$ cat src/rtl/hitmark_slot_pkg.sv
// Shared definitions for the hit-mark sprite slot: register map and sequencer states.
// Imported by the slot decode and by the hardware write sequencer.
package hitmark_slot_pkg;

  localparam logic [1:0] REG_BYPASS = 2'd0;
  localparam logic [1:0] REG_X0     = 2'd1;
  localparam logic [1:0] REG_Y0     = 2'd2;
  localparam logic [1:0] REG_CTRL   = 2'd3;

  localparam int REG_SPACE_BIT = 13;

  typedef enum logic [2:0] {
    ST_IDLE,
    ST_WR_X,
    ST_WR_Y,
    ST_WR_CTRL,
    ST_WR_SHOW,
    ST_HOLD,
    ST_WR_HIDE
  } state_e;

  function automatic logic [13:0] reg_addr(input logic [1:0] idx);
    logic [13:0] a;
    a = '0;
    a[REG_SPACE_BIT] = 1'b1;
    a[1:0] = idx;
    return a;
  endfunction

endpackage

$ cat src/rtl/hitmark_slot_sequencer.sv
// Drives the hit-mark sprite slot on a hit: place, show, animate over frames, then hide.
// Bus outputs are registered and decoded from the next state so each write lands in its state's cycle.
module hitmark_slot_sequencer
  import hitmark_slot_pkg::*;
#(
  parameter int         NUM_STEPS       = 4,
  parameter int         FRAMES_PER_STEP = 6,
  parameter logic [4:0] CTRL_BASE       = 5'b00100,
  parameter int         OFFSET          = 16
) (
  input  logic        clk,
  input  logic        reset,
  input  logic        start,
  input  logic [10:0] hit_x,
  input  logic [10:0] hit_y,
  input  logic        abort,
  input  logic        frame_tick,
  output logic        cs,
  output logic        write,
  output logic [13:0] addr,
  output logic [31:0] wr_data,
  output logic        busy,
  output logic        done
);

  state_e      state_q, state_d;
  logic [4:0]  step_q, step_d;
  logic [7:0]  frame_q, frame_d;
  logic [10:0] hy_q, hy_d;
  logic        cs_q, cs_d;
  logic [13:0] addr_q, addr_d;
  logic [31:0] wr_data_q, wr_data_d;
  logic        busy_q, busy_d;
  logic        done_q, done_d;
  logic        last_step, frame_end;

  function automatic logic [10:0] sat(input logic [10:0] v);
    return (v < 11'(OFFSET)) ? 11'd0 : v - 11'(OFFSET);
  endfunction

  always_comb begin
    state_d   = state_q;
    step_d    = step_q;
    frame_d   = '0;
    hy_d      = hy_q;
    last_step = (step_q >= 5'(NUM_STEPS - 1));
    frame_end = (frame_q == 8'(FRAMES_PER_STEP - 1));
    if (start) begin
      state_d = ST_WR_X;
      step_d  = '0;
      hy_d    = hit_y;
    end else if (abort && state_q != ST_IDLE && state_q != ST_WR_HIDE) begin
      state_d = ST_WR_HIDE;
    end else begin
      unique case (state_q)
        ST_WR_X:    state_d = ST_WR_Y;
        ST_WR_Y:    state_d = ST_WR_CTRL;
        // Only the first ctrl write (step 0) is followed by the show write.
        ST_WR_CTRL: state_d = (step_q == '0) ? ST_WR_SHOW : ST_HOLD;
        ST_WR_SHOW: state_d = ST_HOLD;
        ST_HOLD: begin
          frame_d = frame_q;
          if (frame_tick) begin
            if (frame_end) begin
              frame_d = '0;
              if (last_step) begin
                state_d = ST_WR_HIDE;
              end else begin
                step_d  = step_q + 5'd1;
                state_d = ST_WR_CTRL;
              end
            end else begin
              frame_d = frame_q + 8'd1;
            end
          end
        end
        ST_WR_HIDE: state_d = ST_IDLE;
        default:    state_d = ST_IDLE;
      endcase
    end
  end

  always_comb begin
    cs_d      = 1'b0;
    addr_d    = addr_q;
    wr_data_d = wr_data_q;
    unique case (state_d)
      ST_WR_X: begin
        cs_d      = 1'b1;
        addr_d    = reg_addr(REG_X0);
        wr_data_d = {21'd0, sat(hit_x)};
      end
      ST_WR_Y: begin
        cs_d      = 1'b1;
        addr_d    = reg_addr(REG_Y0);
        wr_data_d = {21'd0, sat(hy_q)};
      end
      ST_WR_CTRL: begin
        cs_d      = 1'b1;
        addr_d    = reg_addr(REG_CTRL);
        wr_data_d = {27'd0, 5'(CTRL_BASE + step_d)};
      end
      ST_WR_SHOW: begin
        cs_d      = 1'b1;
        addr_d    = reg_addr(REG_BYPASS);
        wr_data_d = 32'd0;
      end
      ST_WR_HIDE: begin
        cs_d      = 1'b1;
        addr_d    = reg_addr(REG_BYPASS);
        wr_data_d = 32'd1;
      end
      default: ;
    endcase
    busy_d = (state_d != ST_IDLE);
    done_d = (state_q == ST_WR_HIDE) && (state_d == ST_IDLE);
  end

  always_ff @(posedge clk or posedge reset) begin
    if (reset) begin
      state_q   <= ST_IDLE;
      step_q    <= '0;
      frame_q   <= '0;
      hy_q      <= '0;
      cs_q      <= 1'b0;
      addr_q    <= '0;
      wr_data_q <= '0;
      busy_q    <= 1'b0;
      done_q    <= 1'b0;
    end else begin
      state_q   <= state_d;
      step_q    <= step_d;
      frame_q   <= frame_d;
      hy_q      <= hy_d;
      cs_q      <= cs_d;
      addr_q    <= addr_d;
      wr_data_q <= wr_data_d;
      busy_q    <= busy_d;
      done_q    <= done_d;
    end
  end

  assign cs      = cs_q;
  assign write   = cs_q;
  assign addr    = addr_q;
  assign wr_data = wr_data_q;
  assign busy    = busy_q;
  assign done    = done_q;

endmodule

$ cat config.mk
export PLATFORM = sky130hd
export DESIGN_NAME = hitmark_slot_sequencer
export DESIGN_NICKNAME = d
export VERILOG_FILES = /design/src/rtl/hitmark_slot_pkg.sv /design/src/rtl/hitmark_slot_sequencer.sv
export SDC_FILE = /design/constraint.sdc
export NUM_CORES = 1
export LEC_CHECK = 0
export CORE_MARGIN = 3
export CORE_UTILIZATION = 45
export CTS_CLUSTER_DIAMETER = 30
export DETAILED_ROUTE_END_ITERATION = 8
export PLACE_DENSITY = 0.73
export SYNTH_ARGS = -nofsm -noshare
export SYNTH_HDL_FRONTEND = slang
export SYNTH_SLANG_ARGS = --single-unit
$ cat constraint.sdc
create_clock -name clk -period 6.6 [get_ports clk]
set_input_delay 0.99 -clock clk [delete_from_list [all_inputs] [get_ports clk]]
set_output_delay 0.99 -clock clk [all_outputs]
set_load 0.05 [all_outputs]
==> PnR_summary.wiki <==
{| class="wikitable"
! Metric !! Value
|-
| Hold Path Depth || 2
|-
| Cell accounting for the most synthesized area || dfrtp_1
|-
| Setup slack after layout || 3.42 ns
|-
| Data required time at the worst endpoint || 6.79 ns
|-
| Number of cells upsized or downsized after cts || 0
|-
| Drt drc || 0
|-
| Placed wire-length estimate after detailed placement || 4270 microns
|-
| Standby leakage power || 0.00137 uW
|-
| Max Clock Freq || 314 MHz
|-
| Later-pin clock latency in the skew report || 0.29 ns
|-
| Worst-margin pin slew || 0.755 ns
|-
| Switching component of the power || 380 uW
|-
| Count of buffers inserted at the top-level ports || 44
|-
| Site Rows || 27
|-
| Average vias per placed instance || 5.14
|-
| Clock-pin slew on the worst setup and hold paths || 0.08 ns
|-
| Max-cap violation count || 0
|-
| Worst voltage drop across the vdd grid || 149 uV
|-
| First-pass GRT wire length || 9060 microns
|-
| Number of endpoints failing setup at the final stage || 0
|-
| Total placed instance area || 3120 sq um
|-
| Maximum number of pins on one net before global-route repair || 45
|-
| Mean post-synth cell area || 10.0 sq um
|-
| Number of enable flip-flop cells after synthesis || 0
|-
| Power, Total || 898 uW
|-
| Initial Util || 0.483
|-
| Portion of total power attributed to sequential cells || 0.383
|-
| Aggregate global routing overflow || 0
|-
| Deepest level of the CTS H-tree || 2
|-
| Die height || 84.3 microns
|-
| Floorplan die area || 7110 sq um
|-
| Vias in the first global route || 1,911
|-
| TritonCTS clock tree || done
|-
| Max Transition Viols Final || 0
|-
| Post CTS Setup Buffer Count || 0
|-
| Diodes inserted || 0
|-
| Result of the run || finished clean
|-
| Cell Int Power || 518 uW
|-
| Sequential fraction of the synthesis area || 0.399
|-
| Cell depth of the worst flop-to-flop path || 8
|-
| Fin crit period || 3.18 ns
|-
| YS warnings || 0
|-
| Number of DRC violations after detailed-routing iteration 0 || 148
|-
| Synthesized instance count || 276
|-
| Unrepaired setup endpoints after global routing || no
|-
| Sum of negative setup slack || 0 ns
|-
| Sw Share || 0.423
|-
| TritonCTS Sinks || 44
|-
| Number of buffers added by the clock tree synthesis step || 5
|-
| Maximum number of buffers from clock root to sink || 2
|-
| Tcrit/Tclk final || 0.482
|-
| Post-synthesis instance area || 2760 sq um
|-
| Pwr Density || 281 nW/um^2
|-
| Routed Antenna Nets || 0
|-
| Async S/R FF share, synth || 1.00
|-
| Nature of the critical path startpoint || primary input
|-
| Data arrival time of the critical path || 3.37 ns
|-
| Area of all placed cells without fillers || 3200 sq um
|-
| Post-route clock skew || 0.00902 ns
|-
| Clock root cell || clkbuf_8
|-
| Clock network fraction of total power || 0.181
|-
| Share of final-layout standard cells stronger than drive strength 1 || 0.118
|-
| Post-place setup slack || 3.14 ns
|-
| Die width || 84.3 microns
|-
| Combinational share of power || 0.436
|-
| Crit path max fanout || 16
|-
| Remaining max-slew budget at the tightest pin || 0.491
|-
| Area share of the largest cell type after synthesis || 0.399
|-
| Count of final hold-check violations || 0
|-
| Area added between synthesis and finish || 16.0%
|-
| Wire length per cell || 14.3 microns
|-
| Hold Worst Slack || 0.492 ns
|-
| Critical setup path kind || primary input to register
|-
| Number of I/O pins || 77
|-
| Final WL || 5620 microns
|-
| Antenna violations before repair || 0
|-
| Hold Crit Class || register to register
|-
| Count of distinct cell types in the synthesized netlist || 62
|-
| Number of iterations in the first detailed-routing pass || 4
|-
| Global routing usage summed across all routing layers || 0.156
|-
| Hold Buf Count CTS || 0
|-
| Top flip-flop cell by instance count after synthesis || dfrtp_1
|-
| Total via count after detailed routing || 2,025
|-
| Post-layout nets || 355
|-
| Endpoint type of the worst setup path || register
|-
| Global placer's final weighted congestion || 0.823
|-
| Synth area leaders || dfrtp_1, buf_4, ha_1
|-
| Area inside the core boundary || 5710 sq um
|-
| Count of state elements after synthesis || 44
|}
==> cells by family after synthesis <==
logic type                 share of synthesized area
buffers and inverters                          0.133
muxes                                         0.0358
and+or+nand+nor                                0.191
DFF                                            0.399
AOI/OAI and AO/OA                              0.163
xor gates and xnor gates                      0.0444
other                                        0.00136
adders and majority gates                     0.0317
==> critical path: stages <==
cell	delay, ns
clkdlybuf4s50_1	0.71
nor4bb_1	0.41
nand4_1	0.22
a22oi_4	0.37
o21ai_4	0.14
clkinv_2	0.22
o21ai_0	0.12
o22a_1	0.18
==> metrics by stage <==
stage | util | std cells
CTS | 0.561 | 394
floorplan | - | 307
finish | 0.561 | 394
detailed placement | 0.546 | 386
global route | 0.561 | 394
global placement | 0.546 | 386
==> path summary, 6_finish.rpt <==
kind                                        start                      to  slack [ns]
max                                    frame_tick  wr_data[1]$_DFFE_PP0P_        3.42
min                        wr_data[9]$_DFFE_PP0P_  wr_data[9]$_DFFE_PP0P_        0.49
max reg2reg                   step_q[0]$_DFF_PP0_  wr_data[3]$_DFFE_PP0P_        4.07
min reg2reg                wr_data[9]$_DFFE_PP0P_  wr_data[9]$_DFFE_PP0P_        0.49
max in group asynchronous                   reset    state_q[2]$_DFF_PP0_        5.08
min in group asynchronous                   reset  frame_q[6]$_DFFE_PP0P_        1.13
==> power groups by stage <==
| stage | clock network (uW) | registers [uW] | logic [uW] |
|---|---|---|---|
| 2_1_floorplan | 0 | 451 | 192 |
| 3_3_place_gp | 0 | 349 | 388 |
| 3_5_place_dp | 0 | 350 | 392 |
| 4_1_cts | 168 | 345 | 393 |
| 5_1_grt | 180 | 350 | 414 |
| 6_report | 162 | 344 | 392 |
==> synth_stat cells, drive strengths merged, types with 3 or more instances <==
master / count
dfrtp: 44
buf: 35
nand2: 22
nor2: 21
inv: 15
o21ai: 15
a21oi: 11
nor3: 9
xnor2: 8
ha: 7
mux2: 7
nand4: 6
xor2: 6
o22a: 5
or4: 5
and2: 4
and3: 4
clkbuf: 4
nand3: 3
nor2b: 3
nor4b: 3
o211ai: 3
==> cells in the final DEF (no fill, tap or decap), drive strengths merged, types with 5 or more instances in the layout <==
cell type,n
dfrtp,44
nor3,9
or4,5
nand2,22
nand4,6
ha,7
o22a,5
mux2,7
conb,32
clkbuf,7
a21oi,11
xnor2,8
clkdlybuf4s50,44
inv,14
nor2,21
xor2,6
o21ai,15
==> sequential cells by signal (all words and copies together) (netlist names) <==
signal,flops
hy_q,11
wr_data,11
frame_q,8
step_q,5
addr,3
state_q,3
busy,1
cs,1
done,1
==> per-layer routing <==
layer / vias up / GRT usage / share of wire
met5: - / 0 / 0
met4: 0 / 0.0395 / 0.0082
met3: 5 / 0.0402 / 0.054
met2: 63 / 0.245 / 0.47
met1: 951 / 0.217 / 0.47
li1: 1006 / - / -
==> layout make-up <==
| class | instances | area, sq um |
|---|---|---|
| clock buffer | 7 | 76.3 |
| clock inverter | 1 | 8.76 |
| fill | 510 | 2510 |
| inverter | 16 | 61.3 |
| multi-input combinational | 208 | 1410 |
| sequential | 44 | 1100 |
| tap | 72 | 90.1 |
| timing repair buffer | 46 | 455 |
Power figures use the tool's default switching activity.
